**config.mk**
```make
export PLATFORM = sky130hd
export DESIGN_NAME = vga_timing_gen
export DESIGN_NICKNAME = d
export VERILOG_FILES = /design/src/rtl/vga_pkg.sv /design/src/rtl/vga_axis_counter.sv /design/src/rtl/vga_timing_gen.sv
export SDC_FILE = /design/constraint.sdc
export NUM_CORES = 1
export LEC_CHECK = 0
export BUFFER_PORTS_ARGS = -buffer_cell sky130_fd_sc_hd__clkbuf_2
export CAP_MARGIN = 10
export CORE_MARGIN = 2
export CORE_UTILIZATION = 50
export DETAILED_ROUTE_END_ITERATION = 8
export PLACE_DENSITY = 0.74
export SYNTH_ARGS = -nofsm -noshare
export SYNTH_HDL_FRONTEND = slang
export SYNTH_SLANG_ARGS = --single-unit
```
**constraint.sdc**
```tcl
create_clock -name Clock -period 6.02 [get_ports Clock]
set_input_delay 0.301 -clock Clock [delete_from_list [all_inputs] [get_ports Clock]]
set_output_delay 0.301 -clock Clock [all_outputs]
set_load 0.1 [all_outputs]
```
**src/rtl/vga_pkg.sv**
```systemverilog
// Shared timing types and helpers for the VGA timing generator.
// Holds the mode descriptor struct, two stock modes and total helpers.
package vga_pkg;

  localparam int SPAN_W = 14;
  typedef logic [SPAN_W-1:0] span_t;

  typedef struct packed {
    logic [11:0] hDisp;
    logic [11:0] hFront;
    logic [11:0] hSync;
    logic [11:0] hBack;
    logic [11:0] vDisp;
    logic [11:0] vFront;
    logic [11:0] vSync;
    logic [11:0] vBack;
    logic        hPol;
    logic        vPol;
  } vga_timing_t;

  localparam vga_timing_t SVGA_800x600_72 = '{
    hDisp:  12'd800,
    hFront: 12'd56,
    hSync:  12'd120,
    hBack:  12'd64,
    vDisp:  12'd600,
    vFront: 12'd37,
    vSync:  12'd6,
    vBack:  12'd23,
    hPol:   1'b1,
    vPol:   1'b1
  };

  localparam vga_timing_t VGA_640x480_60 = '{
    hDisp:  12'd640,
    hFront: 12'd16,
    hSync:  12'd96,
    hBack:  12'd48,
    vDisp:  12'd480,
    vFront: 12'd10,
    vSync:  12'd2,
    vBack:  12'd33,
    hPol:   1'b0,
    vPol:   1'b0
  };

  function automatic span_t hTotal(
    vga_timing_t t
  );
    return span_t'(t.hDisp)
      + span_t'(t.hFront)
      + span_t'(t.hSync)
      + span_t'(t.hBack);
  endfunction

  function automatic span_t vTotal(
    vga_timing_t t
  );
    return span_t'(t.vDisp)
      + span_t'(t.vFront)
      + span_t'(t.vSync)
      + span_t'(t.vBack);
  endfunction

endpackage

```
**src/rtl/vga_axis_counter.sv**
```systemverilog
// One axis (horizontal or vertical) of the VGA raster: position counter.
// Ports: en/la_en, porch widths, pol; out wrap, next-state decode, lookahead.
module vga_axis_counter
  import vga_pkg::*;
#(
  parameter int W = 12
) (
  input  logic         clk,
  input  logic         rst_n,
  input  logic         en,
  input  logic         la_en,
  input  logic [11:0]  disp,
  input  logic [11:0]  front,
  input  logic [11:0]  sync,
  input  logic [11:0]  back,
  input  logic         pol,
  output logic         wrap,
  output logic         active_next,
  output logic         in_sync_next,
  output logic         pulse_next,
  output logic [W-1:0] la_count,
  output logic         la_active
);

  logic [W-1:0] count;
  logic [W-1:0] count_next;
  span_t        last;
  span_t        p_lo;
  span_t        p_hi;
  span_t        n_ext;
  logic         at_last;
  logic         last_next;

  // Wrap/advance kept apart from decode so that a pol
  // derived from wrap never forms a false comb loop.
  always_comb begin : adv
    last = span_t'(disp)
      + span_t'(front)
      + span_t'(sync)
      + span_t'(back)
      - span_t'(1);
    at_last = span_t'(count) == last;
    wrap = en && at_last;
    count_next = count;
    if (en) begin
      count_next = at_last ? '0 : count + W'(1);
    end
  end

  always_comb begin : decode
    p_lo = span_t'(disp) + span_t'(front);
    p_hi = p_lo + span_t'(sync);
    n_ext = span_t'(count_next);
    last_next = n_ext == last;
    active_next = n_ext < span_t'(disp);
    in_sync_next = (n_ext >= p_lo)
      && (n_ext < p_hi);
    pulse_next = in_sync_next ? pol : ~pol;
    la_count = count_next;
    if (la_en) begin
      la_count = last_next ? '0
        : count_next + W'(1);
    end
    la_active = span_t'(la_count)
      < span_t'(disp);
  end

  always_ff @(posedge clk or negedge rst_n) begin
    if (!rst_n) begin
      count <= '0;
    end else begin
      count <= count_next;
    end
  end

endmodule

```
**src/rtl/vga_timing_gen.sv**
```systemverilog
// Two-mode VGA timing generator: registered blank/sync pins, lookahead.
// Ports: Clock/Reset_n/PixelEn/Mode in; sync pins, nextX/Y, strobes out.
module vga_timing_gen
  import vga_pkg::*;
#(
  parameter vga_timing_t MODE0 = SVGA_800x600_72,
  parameter vga_timing_t MODE1 = VGA_640x480_60,
  parameter int X_WIDTH = 12,
  parameter int Y_WIDTH = 11
) (
  input  logic               Clock,
  input  logic               Reset_n,
  input  logic               PixelEn,
  input  logic               Mode,
  output logic               blank_n,
  output logic               sync_n,
  output logic               hSync_n,
  output logic               vSync_n,
  output logic [X_WIDTH-1:0] nextX,
  output logic [Y_WIDTH-1:0] nextY,
  output logic               nextValid,
  output logic               lineStart,
  output logic               frameStart,
  output logic               activeMode
);

  if (int'(hTotal(MODE0)) > (1 << X_WIDTH))
  begin : g_chk_x0
    $error("MODE0 hTotal exceeds X_WIDTH");
  end
  if (int'(hTotal(MODE1)) > (1 << X_WIDTH))
  begin : g_chk_x1
    $error("MODE1 hTotal exceeds X_WIDTH");
  end
  if (int'(vTotal(MODE0)) > (1 << Y_WIDTH))
  begin : g_chk_y0
    $error("MODE0 vTotal exceeds Y_WIDTH");
  end
  if (int'(vTotal(MODE1)) > (1 << Y_WIDTH))
  begin : g_chk_y1
    $error("MODE1 vTotal exceeds Y_WIDTH");
  end

  logic [11:0] h_disp, h_front, h_sync, h_back;
  logic [11:0] v_disp, v_front, v_sync, v_back;
  logic        mode_next;
  logic        h_pol, v_pol;

  logic h_wrap, v_wrap;
  logic h_act, v_act;
  logic h_ins, v_ins;
  logic h_pulse, v_pulse;
  logic h_la_act, v_la_act;
  logic la_valid;
  logic v_la_en;

  logic [X_WIDTH-1:0] h_la;
  logic [Y_WIDTH-1:0] v_la;

  // Counters run on the current mode's widths;
  // the frame wrap lands on (0,0) in either mode.
  always_comb begin
    h_disp  = activeMode ? MODE1.hDisp  : MODE0.hDisp;
    h_front = activeMode ? MODE1.hFront : MODE0.hFront;
    h_sync  = activeMode ? MODE1.hSync  : MODE0.hSync;
    h_back  = activeMode ? MODE1.hBack  : MODE0.hBack;
    v_disp  = activeMode ? MODE1.vDisp  : MODE0.vDisp;
    v_front = activeMode ? MODE1.vFront : MODE0.vFront;
    v_sync  = activeMode ? MODE1.vSync  : MODE0.vSync;
    v_back  = activeMode ? MODE1.vBack  : MODE0.vBack;
  end

  // Mode is only taken on the final advance of a frame,
  // and the (0,0) pin levels already use its polarity.
  assign mode_next = v_wrap ? Mode : activeMode;
  assign h_pol = mode_next ? MODE1.hPol : MODE0.hPol;
  assign v_pol = mode_next ? MODE1.vPol : MODE0.vPol;

  // Horizontal lookahead wraps to 0 exactly when the
  // next position ends its line, so the row steps too.
  assign v_la_en = h_la == '0;
  assign la_valid = h_la_act && v_la_act;

  vga_axis_counter #(
    .W (X_WIDTH)
  ) u_h (
    .clk          (Clock),
    .rst_n        (Reset_n),
    .en           (PixelEn),
    .la_en        (1'b1),
    .disp         (h_disp),
    .front        (h_front),
    .sync         (h_sync),
    .back         (h_back),
    .pol          (h_pol),
    .wrap         (h_wrap),
    .active_next  (h_act),
    .in_sync_next (h_ins),
    .pulse_next   (h_pulse),
    .la_count     (h_la),
    .la_active    (h_la_act)
  );

  vga_axis_counter #(
    .W (Y_WIDTH)
  ) u_v (
    .clk          (Clock),
    .rst_n        (Reset_n),
    .en           (h_wrap),
    .la_en        (v_la_en),
    .disp         (v_disp),
    .front        (v_front),
    .sync         (v_sync),
    .back         (v_back),
    .pol          (v_pol),
    .wrap         (v_wrap),
    .active_next  (v_act),
    .in_sync_next (v_ins),
    .pulse_next   (v_pulse),
    .la_count     (v_la),
    .la_active    (v_la_act)
  );

  always_ff @(posedge Clock or negedge Reset_n) begin
    if (!Reset_n) begin
      activeMode <= 1'b0;
      blank_n    <= 1'b1;
      sync_n     <= 1'b1;
      hSync_n    <= ~MODE0.hPol;
      vSync_n    <= ~MODE0.vPol;
      nextX      <= X_WIDTH'(1);
      nextY      <= '0;
      nextValid  <= 1'b1;
      lineStart  <= 1'b0;
      frameStart <= 1'b0;
    end else begin
      lineStart  <= h_wrap;
      frameStart <= v_wrap;
      if (PixelEn) begin
        activeMode <= mode_next;
        blank_n    <= h_act && v_act;
        sync_n     <= !(h_ins || v_ins);
        hSync_n    <= h_pulse;
        vSync_n    <= v_pulse;
        nextValid  <= la_valid;
        nextX      <= la_valid ? h_la : '0;
        nextY      <= la_valid ? v_la : '0;
      end
    end
  end

endmodule

```
# After elaboration in Yosys (flattened, before gate mapping)
# Index checks and enable logic that the tools add are counted.
[op_classes]
addsub = 12
order_cmp = 8
eq_ne = 4
n_mux = 21
n_reduce_logical = 9
[op_table]
columns = ["op", "n"]
rows = [
  ["two-way mux 11 bit", 5],
  ["two-way mux 12 bit", 4],
  ["== test 11 x 14 -> 1 bit", 2],
  ["== test 12 x 14 -> 1 bit", 2],
  ["subtractor 14 x 1 -> 14 bit, second input constant", 2],
  ["adder 12 x 1 -> 12 bit, second input constant", 2],
  ["less-than comparator 12 x 10 -> 1 bit", 2],
  ["adder 10 x 6 -> 11 bit", 2],
  ["adder 11 x 1 -> 11 bit, second input constant", 2],
  ["less-than comparator 11 x 10 -> 1 bit", 2],
  ["two-way mux 6 bit", 3],
  ["adder 14 x 3 -> 14 bit", 1],
  ["adder 14 x 6 -> 14 bit", 1],
  ["adder 14 x 7 -> 14 bit", 1],
  ["greater-or-equal comparator 11 x 14 -> 1 bit", 1],
  ["greater-or-equal comparator 12 x 14 -> 1 bit", 1],
  ["less-than comparator 11 x 14 -> 1 bit", 1],
  ["less-than comparator 12 x 14 -> 1 bit", 1],
  ["adder 11 x 7 -> 12 bit", 1],
  ["zero test 12 bit", 1],
  ["two-way mux 10 bit", 1],
  ["two-way mux 9 bit", 1],
  ["two-way mux 7 bit", 1],
  ["logical AND 1 bit", 6],
  ["5 further kinds", 8],
]
[totals]
regBits = 54
out_inout_bits = 31

# Logic depth before layout (Yosys ltp)
[logic_depth]
depth_word = 15
mapped_depth = 25
depth_no_buf = 23

# Cells and area by module
# Synthesis repeated with hierarchy kept, for this count alone.
[unflattened]
hier_cells = 1237
area_unflattened_um2 = 10000.8
[modules_own_cells]
columns = ["mod", "n_inst", "cells_per_inst", "area_each_um2", "seq_area_each_um2"]
rows = [
  ["vga_axis_counter (u_h)", 1, 608, 4619.4, 300.3],
  ["vga_axis_counter (u_v)", 1, 549, 4209.0, 275.3],
  ["vga_timing_gen", 1, 80, 1172.4, 780.7],
]

# Least setup slack after synthesis
# OpenSTA, ideal clock, no wires.
[synth_timing]
kind = "reg-to-reg"
startpoint = "reg activeMode"
endpoint = "reg nextX[0]"
setup_time_ns = 0.089
arrival_ns = 5.437
t_required_ns = 5.931
slack_ns = 0.494
stages_incl_launch_ff = 26
path_buffers = 3
synth_period_minus_slack_ns = 5.526
path_cell_list = "dfrtp_1 buf_2 or4b_4 o22ai_4 nand2_2 o21ai_0 and2_1 clkbuf_1 inv_1 ha_1 nand2_1 nor2_1 nand2_1 or4_1 or3_1 o211ai_1 and2_1 inv_1 ha_1 nor3_1 nand2_1 a31o_2 o211ai_1 o211ai_2 buf_6 o32ai_2"
[synth_rtl]
columns = ["item", "line", "source"]
rows = [
  ["from (decl)", "vga_timing_gen.sv:24", "output logic activeMode"],
  ["from (signal assigned)", "vga_timing_gen.sv:140", "activeMode <= mode_next;"],
  ["two-way mux 6 bit (tied with other cells)", "vga_timing_gen.sv:68", "v_front = activeMode ? MODE1.vFront : MODE0.vFront;"],
  ["adder 10 x 6 -> 11 bit", "vga_axis_counter.sv:38", "+ span_t'(front)"],
  ["adder 14 x 3 -> 14 bit / adder 11 x 7 -> 12 bit (equally long branches)", "vga_axis_counter.sv:39", "+ span_t'(sync)"],
  ["adder 14 x 6 -> 14 bit / adder 14 x 7 -> 14 bit (equally long branches)", "vga_axis_counter.sv:40", "+ span_t'(back)"],
  ["subtractor 14 x 1 -> 14 bit", "vga_axis_counter.sv:41", "- span_t'(1);"],
  ["== test 11 x 14 -> 1 bit / == test 12 x 14 -> 1 bit (equally long branches)", "vga_axis_counter.sv:42", "at_last = span_t'(count) == last;"],
  ["two-way mux 11 bit / logical AND 1 bit (equally long branches)", "vga_axis_counter.sv:46, vga_axis_counter.sv:43", ""],
  ["two-way mux 11 bit *", "vga_axis_counter.sv:45", "if (en) begin"],
  ["named net u_v.count_next[2]", "vga_axis_counter.sv:26", "logic [W-1:0] count_next;"],
  ["adder 11 x 1 -> 11 bit / == test 11 x 14 -> 1 bit (equally long branches)", "vga_axis_counter.sv:62, vga_axis_counter.sv:54", ""],
  ["two-way mux 11 bit", "vga_axis_counter.sv:61", "la_count = last_next ? '0"],
  ["two-way mux 11 bit *", "vga_axis_counter.sv:60", "if (la_en) begin"],
  ["less-than comparator 11 x 10 -> 1 bit *", "vga_axis_counter.sv:65", "< span_t'(disp);"],
  ["logical AND 1 bit *", "vga_timing_gen.sv:82", "assign la_valid = h_la_act && v_la_act;"],
  ["two-way mux 12 bit *", "vga_timing_gen.sv:146", "nextX <= la_valid ? h_la : '0;"],
  ["to (signal assigned)", "vga_timing_gen.sv:146", ""],
  ["to (decl)", "vga_timing_gen.sv:19", "output logic [X_WIDTH-1:0] nextX,"],
]
# Mark *: on every way through the listed nets, which the timed path passes. The rest lies on a longest branch.
# A chain may end at the register's enable or synchronous reset.

# Final worst setup path
[layout_timing]
startpoint = "reg u_h.count[8]"
endpoint = "reg nextX[3]"
[layout_rtl]
columns = ["item", "line", "source"]
rows = [
  ["from (decl)", "vga_axis_counter.sv:25", "logic [W-1:0] count;"],
  ["from (signal assigned)", "vga_axis_counter.sv:72", "count <= count_next;"],
  ["== test 12 x 14 -> 1 bit *", "vga_axis_counter.sv:42", ""],
  ["logical AND 1 bit *", "vga_axis_counter.sv:43", "wrap = en && at_last;"],
  ["two-way mux 11 bit *", "vga_axis_counter.sv:45", ""],
  ["named net u_v.count_next[2]", "vga_axis_counter.sv:26", ""],
  ["adder 11 x 1 -> 11 bit / == test 11 x 14 -> 1 bit (equally long branches)", "vga_axis_counter.sv:62, vga_axis_counter.sv:54", ""],
  ["two-way mux 11 bit", "vga_axis_counter.sv:61", ""],
  ["two-way mux 11 bit *", "vga_axis_counter.sv:60", ""],
  ["less-than comparator 11 x 10 -> 1 bit *", "vga_axis_counter.sv:65", ""],
  ["logical AND 1 bit *", "vga_timing_gen.sv:82", ""],
  ["two-way mux 12 bit *", "vga_timing_gen.sv:146", ""],
]
# Marks and branches as above.

==> results.sh <==
export IMPL_status="finished clean"
export IMPL_cp_arrival_ns=5.91
export IMPL_final_net_count=563
export IMPL_holdCritPathClass="input pin to async pin"
export IMPL_design_area_um2=4748
export IMPL_drive_above_1_share_pct=17.36
export IMPL_power_density_nw_per_um2=272.2
export IMPL_clock_skew_ns=0.01554
export IMPL_end_kind="register"
export IMPL_synth_seq_cells=54
export IMPL_grt_max_degree=55
export IMPL_finalHoldViolCount=0
export IMPL_dpl_instance_area_um2=4607
export IMPL_avgSynthCellArea_um2=8.713
export IMPL_grt_usage_pct=24.73
export IMPL_async_flop_share_pct=100.0
export IMPL_cts_buffers=5
export IMPL_grt_pass1_wl_mm=19.48
export IMPL_ys_seq_area_share_pct=31.26
export IMPL_finalNonFillerCells=635
export IMPL_peakVddDrop_mv=0.1726
export IMPL_n_antenna_cell=0
export IMPL_drt_first_pass_iters=5
export IMPL_required_ns=6.26
export IMPL_fin_crit_sh_pct=94.12
export IMPL_slew_headroom_pct=40.29
export IMPL_viasPerCell=6.402
export IMPL_rows=33
export IMPL_power_leakage_nw=2.118
export IMPL_portBuffers=34
export IMPL_period_minus_slack_ns=5.666
export IMPL_synth_main_ff_cell="dfrtp_1"
export IMPL_fillers=716
export IMPL_gp_congestion=0.9839
export IMPL_grt_ovfl_total=0
export IMPL_syn_cell_area_um2=4339
export IMPL_maxCapViolCount=0
export IMPL_antenna_found_initial=0
export IMPL_synth_adder_area_share_pct=8.651
export IMPL_drtIter0Drc=243
export IMPL_critPathLaunch="u_h.count[8]$_DFF_PN0_"
export IMPL_finalSetupViolCount=0
export IMPL_dp_cells=626
export IMPL_ctsHoldBuffers=0
export IMPL_dieArea_um2=9439
export IMPL_timing_fmax_mhz=176.5
export IMPL_final_cell_mix="inv_1 (50), dfrtp_1 (50), nand2_1 (37)"
export IMPL_critPathKind="register to register"
export IMPL_final_core_util_pct=57.21
export IMPL_die_height_um=97.16
export IMPL_synth_cells=498
export IMPL_wire_per_inst_um=18.30
export IMPL_reg2reg_from="u_h.count[8]$_DFF_PN0_"
export IMPL_syn_nets=532
export IMPL_yosysWarnings=0
export IMPL_synth_area_mux_share_pct=2.480
export IMPL_synth_edf_count=0
export IMPL_drc_errors=0
export IMPL_htree_levels=2
export IMPL_synth_xor_xnor_area_share_pct=4.441
export IMPL_die_x_um=97.16
export IMPL_clockBufferDepth=2
export IMPL_crit_fanout=17
export IMPL_wl_mm=11.62
export IMPL_cts_tree="built"
export IMPL_clkLatencyLatePin_ns=0.32
export IMPL_synth_cell_type_count=82
export IMPL_drv_slew=0
export IMPL_start_util_pct=52.28
export IMPL_via_count=4065
export IMPL_synth_compound_area_share_pct=21.25
export IMPL_core_area_um2=8299
export IMPL_dp_hpwl_mm=8.633
export IMPL_clk_pin_slew_ns=0.11
export IMPL_io_pins=35
export IMPL_worst_pin_slew_ns=0.8956
export IMPL_postRouteAntennaNets=0
export IMPL_area_growth_pct=9.429
export IMPL_setup_worst_path_start_class="register"
export IMPL_cts_root_buf="clkbuf_8"
export IMPL_synth_top_family_by_area="simple AND/OR/NAND/NOR gates"
export IMPL_yosys_area_share_simple_pct=25.09
export IMPL_clock_sinks=54
export IMPL_grt_pass1_vias=3923
## state kept, by name, summed over array words and instances, names as in the netlist, 11 cells and up
name and flops:
u_v.count 11, u_h.count 12, nextY 11, nextX 12
## timing repair
item | 4_1_cts | 5_1_grt
endpoints found under the hold margin | 0 | 0
resized for setup | 0 | 8
setup endpoints to repair | 0 | 21
setup buffers | 0 | 1
## cell families (layout without fill, tap and decap cells)
group           count (synthesis)  in the layout
simple gates                  188            188
compound gates                123            123
buf+inv                        72            104
flops                          54             54
fa+ha+maj                      30             30
xor+xnor                       22             22
mux                             9              9
## synth_stat cells, types with 3 or more instances
| library cell | number | area share, % |
|---|---|---|
| dfrtp_1 | 50 | 29 |
| inv_1 | 50 | 4.3 |
| nand2_1 | 37 | 3.2 |
| nor2_1 | 32 | 2.8 |
| ha_1 | 30 | 8.7 |
| nand3_1 | 21 | 2.4 |
| o22ai_1 | 21 | 3.0 |
| o21ai_0 | 19 | 2.2 |
| a21oi_1 | 17 | 2.0 |
| xnor2_1 | 16 | 3.2 |
| nand4_1 | 11 | 1.6 |
| nor3_1 | 11 | 1.3 |
| nor4_1 | 11 | 1.6 |
| buf_2 | 9 | 1.0 |
| clkbuf_1 | 8 | 0.69 |
| nand2b_1 | 7 | 1.0 |
| a21o_1 | 6 | 1.0 |
| nor2b_1 | 6 | 0.87 |
| xor2_1 | 6 | 1.2 |
| a31oi_1 | 5 | 0.72 |
| and4b_1 | 5 | 1.2 |
| o31ai_1 | 5 | 0.87 |
| or3_1 | 5 | 0.72 |
| or4_1 | 5 | 0.87 |
| and2_1 | 4 | 0.58 |
| and4_1 | 4 | 0.81 |
| dfstp_2 | 4 | 2.4 |
| mux2_2 | 4 | 1.0 |
| mux2i_1 | 4 | 0.92 |
| o211ai_1 | 4 | 0.69 |
| or2_2 | 4 | 0.58 |
| a211oi_1 | 3 | 0.52 |
| a21boi_0 | 3 | 0.52 |
| nand3b_1 | 3 | 0.52 |
| nor3b_1 | 3 | 0.52 |
| nor4bb_1 | 3 | 0.69 |
| o311a_1 | 3 | 0.69 |
| o31a_1 | 3 | 0.61 |
## final timing paths
| check | to | slack, ns | cells past startpoint |
|---|---|---|---|
| worst max register to register | nextX[3]$_DFFE_PN0P_ | 0.35 | 24 |
| worst min-delay path | u_h.count[0]$_DFF_PN0_ | 0.1 | 2 |
| min in group Clock | activeMode$_DFFE_PN0P_ | 0.29 | 3 |
| max in group asynchronous | u_v.count[2]$_DFF_PN0_ | 5.44 | 2 |
| worst min register to register | nextValid$_DFFE_PN1P_ | 0.47 | 2 |
| worst max-delay path | nextX[3]$_DFFE_PN0P_ | 0.35 | 24 |
## cell type report
cell class	instances	area, um^2	area share, %
tap	105	131.4	2.767
sequential	54	1356	28.56
timing repair buffer	44	245.2	5.165
clock buffer	6	82.58	1.739
clock inverter	2	17.52	0.3689
inverter	52	195.2	4.111
multi-input combinational	372	2720	57.29
## report_power, final
part	switching, mW	total (mW)	internal [mW]
sequential	0.0677	0.477	0.409
combinational	0.433	0.588	0.155
clock	0.132	0.227	0.0952
## routing by layer
metal  global-route usage [%]  vias up  part of all wire [%]
li1                         -     1907                     -
met1                    32.37     1952                    43
met2                    42.52      166                    49
met3                    3.165       40                   5.3
met4                    7.692        0                   2.7
met5                        0        -                     0
## through the flow
stage	hold WS, ns	setup slack, ns	setup TNS, ns	total power, mW
after global placement	0.4492	0.3030	0	1.042
after CTS	0.1401	0.1259	0	1.276
final	0.09615	0.3537	0	1.292
after floorplan	0.005409	0.4940	0	0.9371
after global routing	0.1840	-0.007748	-0.007748	1.361
after detailed placement	0.4497	0.1492	0	1.050
## worst max-delay path, stage by stage (launching register included)
cell      delay (ns)
dfrtp_1         0.49
or4b_4          0.60
o22ai_4         0.28
nand2_2         0.10
buf_4           0.22
o21ai_0         0.25
and2_2          0.25
inv_1           0.11
ha_1            0.32
nand2_1         0.09
nor2_1          0.12
nand2_1         0.07
or4_1           0.45
or3_1           0.35
o211ai_1        0.11
and2_1          0.20
inv_1           0.06
ha_1            0.18
nor3_1          0.26
nand2_1         0.09
a31o_2          0.21
o211ai_1        0.11
o211ai_2        0.17
buf_4           0.24
o31ai_1         0.22
No activity file was read; power rests on OpenSTA's default activity.
